File: config.mk
export PLATFORM = sky130hd
export DESIGN_NAME = cdec8_ctrl
export DESIGN_NICKNAME = d
export VERILOG_FILES = /design/src/rtl/cdec8_ctrl.sv
export SDC_FILE = /design/constraint.sdc
export NUM_CORES = 1
export LEC_CHECK = 0
export ABC_AREA = 0
export BUFFER_PORTS_ARGS = -buffer_cell sky130_fd_sc_hd__buf_4
export CORE_ASPECT_RATIO = 0.7
export CORE_MARGIN = 1
export CORE_UTILIZATION = 48
export DETAILED_ROUTE_END_ITERATION = 12
export HOLD_SLACK_MARGIN = 0.15
export PLACE_DENSITY = 0.73
export SYNTH_ARGS = -nofsm -noshare
export SYNTH_HDL_FRONTEND = slang
export SYNTH_SLANG_ARGS = --single-unit
File: constraint.sdc
create_clock -name clock -period 3.45 [get_ports clock]
set_input_delay 0.345 -clock clock [delete_from_list [all_inputs] [get_ports clock]]
set_output_delay 0.345 -clock clock [all_outputs]
set_load 0.05 [all_outputs]
File: src/rtl/cdec8_ctrl.sv
// CDEC8 microsequencer: fetch/execute FSM producing the 17-bit data-path control word.
// ctrl = {mmrw[1:0], fwr, rwr, xdst[3:0], aluop[4:0], xsrc[3:0]}; state exposed for the debug monitor.
module cdec8_ctrl (
    input  logic        clock,
    input  logic        reset,
    input  logic        run,
    input  logic [7:0]  I,
    input  logic [2:0]  SZCy,
    output logic [16:0] ctrl,
    output logic [7:0]  state,
    output logic        halted,
    output logic        illegal
);

    localparam logic [4:0] ALU_THX = 5'h00;
    localparam logic [4:0] ALU_INC = 5'h01;
    localparam logic [4:0] ALU_ADD = 5'h02;
    localparam logic [4:0] ALU_SUB = 5'h03;
    localparam logic [4:0] ALU_AND = 5'h04;
    localparam logic [4:0] ALU_OR  = 5'h05;
    localparam logic [3:0] NODST   = 4'hF;

    localparam logic [3:0] SRC_PC  = 4'h0;
    localparam logic [3:0] SRC_A   = 4'h1;
    localparam logic [3:0] SRC_R   = 4'h4;
    localparam logic [3:0] SRC_RDR = 4'h5;
    localparam logic [3:0] SRC_IN  = 4'h8;
    localparam logic [3:0] SRC_FF  = 4'hF;
    localparam logic [3:0] DST_PC  = 4'h0;
    localparam logic [3:0] DST_A   = 4'h1;
    localparam logic [3:0] DST_MAR = 4'h4;
    localparam logic [3:0] DST_WDR = 4'h5;
    localparam logic [3:0] DST_T   = 4'h6;
    localparam logic [3:0] DST_I   = 4'h7;
    localparam logic [3:0] DST_OUT = 4'h8;

    typedef enum logic [7:0] {
        S_F0   = 8'h00,
        S_F1   = 8'h01,
        S_F2   = 8'h02,
        S_E0   = 8'h10,
        S_E1   = 8'h11,
        S_E2   = 8'h12,
        S_E3   = 8'h13,
        S_E4   = 8'h14,
        S_HALT = 8'hFF
    } state_t;

    typedef enum logic [3:0] {
        K_NOP, K_HLT, K_MOV, K_LDI, K_LD, K_ST, K_ALU, K_ALUI, K_INC, K_JMP, K_OUT, K_IN
    } kind_t;

    state_t     cur, nxt;
    kind_t      kind;
    logic       bad;
    logic       take;
    logic [1:0] rd, rs;
    logic [3:0] reg_d, reg_s;
    logic [4:0] alu_op;
    logic [1:0] mmrw;
    logic       fwr, rwr;
    logic [3:0] xdst, xsrc;
    logic [4:0] aluop;

    assign rd    = I[3:2];
    assign rs    = I[1:0];
    assign reg_d = {2'b00, rd} + 4'd1;
    assign reg_s = {2'b00, rs} + 4'd1;

    always_comb begin
        kind = K_NOP;
        bad  = 1'b0;
        unique case (I[7:4])
            4'h0: begin
                if (I == 8'h00)      kind = K_NOP;
                else if (I == 8'h01) kind = K_HLT;
                else                 bad  = 1'b1;
            end
            4'h1: if (rd != 2'd3 && rs != 2'd3) kind = K_MOV; else bad = 1'b1;
            4'h2: if (rd != 2'd3) kind = K_LDI; else bad = 1'b1;
            4'h3: if (rd != 2'd3) kind = K_LD;  else bad = 1'b1;
            4'h4: if (rd != 2'd3) kind = K_ST;  else bad = 1'b1;
            4'h5: kind = (rs == 2'd3) ? K_ALUI : K_ALU;
            4'h6: if (rd != 2'd3) kind = K_INC; else bad = 1'b1;
            4'h7: if (I[2:0] != 3'd7) kind = K_JMP; else bad = 1'b1;
            4'h8: begin
                if (I[3:2] == 2'b00 && rs != 2'd3)      kind = K_OUT;
                else if (I[3:2] == 2'b10 && rs != 2'd3) kind = K_IN;
                else                                    bad  = 1'b1;
            end
            default: bad = 1'b1;
        endcase
    end

    always_comb begin
        unique case (rd)
            2'd0:    alu_op = ALU_ADD;
            2'd1:    alu_op = ALU_SUB;
            2'd2:    alu_op = ALU_AND;
            default: alu_op = ALU_OR;
        endcase
    end

    // Jump condition uses the flags present during E1.
    always_comb begin
        unique case (I[2:0])
            3'd0:    take = 1'b1;
            3'd1:    take = SZCy[1];
            3'd2:    take = ~SZCy[1];
            3'd3:    take = SZCy[0];
            3'd4:    take = ~SZCy[0];
            3'd5:    take = SZCy[2];
            3'd6:    take = ~SZCy[2];
            default: take = 1'b0;
        endcase
    end

    always_ff @(posedge clock) begin
        if (reset)    cur <= S_F0;
        else if (run) cur <= nxt;
    end

    always_comb begin
        nxt   = cur;
        mmrw  = 2'b00;
        fwr   = 1'b0;
        rwr   = 1'b0;
        xdst  = NODST;
        aluop = ALU_THX;
        xsrc  = SRC_FF;
        unique case (cur)
            S_F0: begin
                xsrc = SRC_PC; xdst = DST_MAR; aluop = ALU_INC; rwr = 1'b1; nxt = S_F1;
            end
            S_F1: begin
                xsrc = SRC_R; xdst = DST_PC; mmrw = 2'b10; nxt = S_F2;
            end
            S_F2: begin
                xsrc = SRC_RDR; xdst = DST_I; nxt = S_E0;
            end
            S_E0: begin
                nxt = S_F0;
                unique case (kind)
                    K_HLT: nxt = S_HALT;
                    K_MOV: begin xsrc = reg_s; xdst = reg_d; end
                    K_OUT: begin xsrc = reg_s; xdst = DST_OUT; end
                    K_IN:  begin xsrc = SRC_IN; xdst = reg_d; end
                    K_LDI, K_LD, K_ST, K_ALUI, K_JMP: begin
                        xsrc = SRC_PC; xdst = DST_MAR; aluop = ALU_INC; rwr = 1'b1; nxt = S_E1;
                    end
                    K_ALU: begin xsrc = reg_s; xdst = DST_T; nxt = S_E1; end
                    K_INC: begin
                        xsrc = reg_d; aluop = ALU_INC; rwr = 1'b1; fwr = 1'b1; nxt = S_E1;
                    end
                    default: ;
                endcase
            end
            S_E1: begin
                nxt = S_F0;
                unique case (kind)
                    K_LDI, K_LD, K_ST, K_ALUI, K_JMP: begin
                        xsrc = SRC_R; xdst = DST_PC; mmrw = 2'b10;
                        if (kind != K_JMP || take) nxt = S_E2;
                    end
                    K_ALU: begin
                        xsrc = SRC_A; aluop = alu_op; rwr = 1'b1; fwr = 1'b1; nxt = S_E2;
                    end
                    K_INC: begin xsrc = SRC_R; xdst = reg_d; end
                    default: ;
                endcase
            end
            S_E2: begin
                nxt = S_F0;
                unique case (kind)
                    K_LDI:      begin xsrc = SRC_RDR; xdst = reg_d; end
                    K_LD, K_ST: begin xsrc = SRC_RDR; xdst = DST_MAR; nxt = S_E3; end
                    K_ALUI:     begin xsrc = SRC_RDR; xdst = DST_T; nxt = S_E3; end
                    K_ALU:      begin xsrc = SRC_R; xdst = DST_A; end
                    K_JMP:      begin xsrc = SRC_RDR; xdst = DST_PC; end
                    default: ;
                endcase
            end
            S_E3: begin
                nxt = S_F0;
                unique case (kind)
                    K_LD:   begin mmrw = 2'b10; nxt = S_E4; end
                    K_ST:   begin xsrc = reg_d; xdst = DST_WDR; nxt = S_E4; end
                    K_ALUI: begin
                        xsrc = SRC_A; aluop = alu_op; rwr = 1'b1; fwr = 1'b1; nxt = S_E4;
                    end
                    default: ;
                endcase
            end
            S_E4: begin
                nxt = S_F0;
                unique case (kind)
                    K_LD:   begin xsrc = SRC_RDR; xdst = reg_d; end
                    K_ST:   mmrw = 2'b01;
                    K_ALUI: begin xsrc = SRC_R; xdst = DST_A; end
                    default: ;
                endcase
            end
            S_HALT: nxt = S_HALT;
            default: nxt = S_F0;
        endcase
    end

    assign ctrl    = (reset || !run) ? {2'b00, 1'b0, 1'b0, NODST, ALU_THX, SRC_FF}
                                     : {mmrw, fwr, rwr, xdst, aluop, xsrc};
    assign state   = cur;
    assign halted  = (cur == S_HALT);
    assign illegal = (cur == S_E0) && bad && run && !reset;

endmodule

# == Word level (Yosys, flattened, before mapping) ==
# Index checks and enable logic that the tools add are counted.
# classes
n_lt_le_gt_ge,0
n_shift,0
reduce_logical,23
add_sub_neg,2
mul,0
mux,55
div_mod_pow,0
n_bitwise,3
n_eq_ne,41
# op_table
op,count
one-hot mux 4 bit (8 select lines),2
one-hot mux 8 bit (8 select lines),1
one-hot mux 4 bit (2 select lines),6
== test 8 x 5 -> 1 bit (second input constant),5
one-hot mux 4 bit (9 select lines),1
== test 4 x 3 -> 1 bit (second input constant),8
one-hot mux 4 bit (4 select lines),2
two-way mux 5 bit,5
== test 4 bit (second input constant),5
two-way mux 4 bit,5
one-hot mux 4 bit (5 select lines),1
one-hot mux 5 bit (4 select lines),1
two-way mux 17 bit,1
== test 4 x 2 -> 1 bit (second input constant),4
== test 8 x 1 -> 1 bit (second input constant),2
logical NOT 8 bit,2
two-way mux 1 bit,16
one-hot mux 8 bit (2 select lines),1
one-hot mux 5 bit (2 select lines),1
== test 3 bit (second input constant),3
one-hot mux 3 bit (3 select lines),1
== test 4 x 1 -> 1 bit (second input constant),2
== test 8 x 2 -> 1 bit (second input constant),1
== test 8 bit (second input constant),1
other kinds (28),47
# totals
mem_bits_ro,0
ramBits,0
wordCells,125
memories,0
latchBits,0
regBits,8
output_inout_bits,27
in_bits,14

# == Logic depth before layout (Yosys ltp) ==
# logic_depth
ltp_word,10
depth_mapped,9
depth_no_buf,8

# == Worst setup path before layout ==
# OpenSTA, ideal clock, no wires.
# synth_path
kind,flip-flop to output port
start,"register cur[4], in the netlist state[4]"
end,output port ctrl[16]
t_arrival_ps,2932
slack_ps,173
path_stages_with_launch,7
n_path_buf,2
required_ps,3105
cell_sequence,dfxtp_1 buf_2 or3b_1 buf_2 nor3b_4 o31ai_1 a211oi_1
# synth_via
elab_chain_cells,3
elab_cells_between_ends,6
classes_between,eq/ne: 4; mux: 2
# synth_rtl
item,line,text
"start, declared",53,"state_t cur, nxt;"
"start signal, assigned",120,else if (run) cur <= nxt;
== test 8 x 5 -> 1 bit / == test 8 x 1 -> 1 bit (equally long branches),131,unique case (cur)
one-hot mux 2 bit (4 select lines) (*),131,
two-way mux 17 bit (*),208,"assign ctrl = (reset || !run) ? {2'b00, 1'b0, 1'b0, NODST, ALU_THX, SRC_FF}"
"end, declared",9,"output logic [16:0] ctrl,"
# Mark *: on every way between the ends. The rest lies on a longest branch, timed or not.

# == Worst setup path in the final report ==
# layout_path
start,input port I[2]
end,output port ctrl[0]
# layout_via
elab_chain_cells,10
elab_cells_between_ends,41
classes_between,add/sub: 1; eq/ne: 14; mux: 18; reduce/logical: 8
# layout_rtl
item,line,text
"start, declared",7,"input logic [7:0] I,"
== test 2 bit,88,else if (I[3:2] == 2'b10 && rs != 2'd3) kind = K_IN;
logical AND 1 bit,88,
two-way mux 4 bit,88,
two-way mux 4 bit,87,if (I[3:2] == 2'b00 && rs != 2'd3) kind = K_OUT;
one-hot mux 4 bit (9 select lines),73,unique case (I[7:4])
== test 4 x 3 -> 1 bit (tied with other cells),--,
OR reduction 5 bit (no source line) (tied with other cells),--,
one-hot mux 4 bit (4 select lines) (tied with other cells),143,unique case (kind)
one-hot mux 4 bit (8 select lines) (*),131,
two-way mux 17 bit (*),208,
# Marks and branches as above.

==> impl_metrics.env <==
export IMPL_end_kind="primary output"
export IMPL_clockRootBuffer="clkbuf_8"
export IMPL_power_density_nw_per_um2=189
export IMPL_syn_to_final_growth_pct=17.1
export IMPL_netlist_area_um2=1710
export IMPL_die_height_um=51.9
export IMPL_arrival_ns=2.70
export IMPL_finClkSkew_ns=0.000232
export IMPL_crit_type="input port to primary output"
export IMPL_avgSynthCellArea_um2=7.05
export IMPL_initial_utilization=0.521
export IMPL_slew_violations=0
export IMPL_place_ws_ns=0.454
export IMPL_rows=17
export IMPL_start_kind="input port"
export IMPL_syn_inst=242
export IMPL_path_delay_family="compound AO/OA/AOI/OAI gates"
export IMPL_synth_edf_count=0
export IMPL_grt_max_degree=19
export IMPL_vias=2084
export IMPL_period_needed_ns=3.05
export IMPL_layout_common_cells="buf_4, nand2_1, nor2_1, a21oi_1, nor3_1"
export IMPL_cts_sinks=5
export IMPL_maxCapViolations=0
export IMPL_grt_pass1_wl_um=9070
export IMPL_numCtsBuffers=3
export IMPL_path_max_fanout=17
export IMPL_clock_latency_ns=0.22
export IMPL_grt_ovfl_total=0
export IMPL_viasPerCell=6.59
export IMPL_regArea_um2=100
export IMPL_slowest_delay_ns=0.56
export IMPL_clock_fmax_ghz=0.328
export IMPL_seq_area_frac_synth=0.0587
export IMPL_finalWirelength_um=5580
export IMPL_first_iter_violations=224
export IMPL_dp_cells=312
export IMPL_crit_chain="buf_4 > ha_1 > o21bai_1 > a21oi_1 > o22ai_1 > a211oi_4 > a21oi_1 > o221ai_1 > buf_4"
export IMPL_worstHoldPathType="input port to flop"
export IMPL_grt_pass1_vias=1864
export IMPL_synth_seq_cells=5
export IMPL_ys_types=70
export IMPL_instances_no_fill=316
export IMPL_cts_tree="yes"
export IMPL_fin_nets=292
export IMPL_ctsHtreeMaxLevel=1
export IMPL_vdd_ir_drop_worst_uv=175
export IMPL_rsz0062_at_grt="false"
export IMPL_synth_main_ff_cell="dfxtp_1"
export IMPL_routabilityCongestion=0.955
export IMPL_final_fill_count=293
export IMPL_first_pass_iters=5
export IMPL_cp_num_buf_inv=2
export IMPL_drc=0
export IMPL_layout_setup_ws_ns=0.401
export IMPL_hold_violations=0
export IMPL_status="completed"
export IMPL_cp_required_ns=3.11
export IMPL_die_w_um=73.3
export IMPL_largest_reg_flops=5
export IMPL_slew_headroom=0.595
export IMPL_path_clk_slew_ns=0.04
export IMPL_io_buffer_count=38
export IMPL_p_leak_nw=0.757
export IMPL_layout_commonest_cell="buf_4"
export IMPL_post_dp_hpwl_um=4300
export IMPL_track_usage=0.311
export IMPL_drive_above_1_share=0.257
export IMPL_setup_viol=0
export IMPL_antenna_found_initial=0
export IMPL_diodes=0
export IMPL_io_pins=41
export IMPL_clk_path_buf_depth=2
export IMPL_fin_setup_tns_ns=0
export IMPL_cts_resized=0
export IMPL_slowest_stage="ha_1"
export IMPL_cts_setup_buffers=0
export IMPL_synth_warnings=0
export IMPL_async_reset_ff_frac=0
export IMPL_post_route_period_util=0.884
export IMPL_drtAntennaViolNets=0
export IMPL_wire_per_inst_um=17.7
export IMPL_multi_input_area_um2=1450
export IMPL_die_area_um2=3800
export IMPL_core_um2=3280
export IMPL_worst_pin_slew_ns=0.607
export IMPL_cts_hold_fix_buffers=0
[path summary, 6_finish.rpt]
| kind | start | end | slack (ns) | cells past startpoint |
|---|---|---|---|---|
| max | I[2] | ctrl[0] | 0.40 | 9 |
| min | reset | state[0] | 0.34 | 2 |
| max reg2reg | state[6] | state[4] | 1.53 | 4 |
| min reg2reg | state[2] | state[2] | 0.52 | 2 |
[final cells by class]
cell class,instances,share of cell area
inverter,8,0.0150
clock buffer,4,0.0225
sequential,5,0.0501
tap,47,0.0294
multi-input combinational,210,0.725
timing repair buffer,42,0.158
[cell usage after synthesis (all sizes together) (3+ instances only)]
cell type	count	area (µm²)
o21ai	15	82.6
a31oi	3	18.8
nand3b	3	22.5
nor2	19	76.3
dfxtp	5	100
a21oi	17	104
nor3b	5	53.8
or2	3	21.3
a211oi	7	65.1
inv	8	30.0
nand3	8	40.0
and3	5	31.3
ha	8	100
nand2	23	88.8
nor3	16	95.1
and4	4	40.0
a2111oi	4	60.1
nand2b	7	43.8
nand4	5	31.3
buf	15	111
o211ai	9	67.6
nor2b	6	37.5
clkbuf	5	20.0
o22ai	3	18.8
a221oi	4	35.0
[power by group]
part | internal [mW] | total (mW) | switching [mW]
Combinational | 0.0690 | 0.201 | 0.132
Sequential | 0.0598 | 0.0654 | 0.00557
Clock | 0.0795 | 0.110 | 0.0306
[stage by stage]
stage          area [µm²]  hold slack (ns)   util  total power, mW
2_1_floorplan        1710            0.417      -            0.212
3_3_place_gp         1950            0.512  0.596            0.264
3_5_place_dp         1950            0.509  0.596            0.263
4_1_cts              2000            0.329  0.610            0.375
5_1_grt              2000            0.349  0.610            0.399
6_report             2000            0.336  0.610            0.377
[layer usage]
layer,vias up,track usage,share of wire
met5,-,0,0
met4,0,0.0490,0.0061
met3,6,0.0988,0.15
met2,166,0.426,0.39
met1,935,0.468,0.45
li1,977,-,-
[worst reg2reg max path: stages, from the launching register on]
cell,delay (ns)
dfxtp_1,0.43
or3b_1,0.59
nor2_2,0.35
a21oi_1,0.17
a221oi_1,0.28
[kinds of logic (layout without fill, tap and decap cells)]
| kind of cell | count (synthesis) | in the layout | share of synthesized area |
|---|---|---|---|
| AND/OR/NAND/NOR | 118 | 118 | 0.419 |
| flip-flops | 5 | 5 | 0.0587 |
| other | 1 | 2 | 0.00220 |
| AO/OA/AOI/OAI | 80 | 80 | 0.355 |
| adder cells (fa/ha/maj) | 8 | 8 | 0.0587 |
| buffers and inverters | 28 | 54 | 0.0946 |
| multiplexers | 2 | 2 | 0.0117 |
Power figures use the tool's default switching activity.
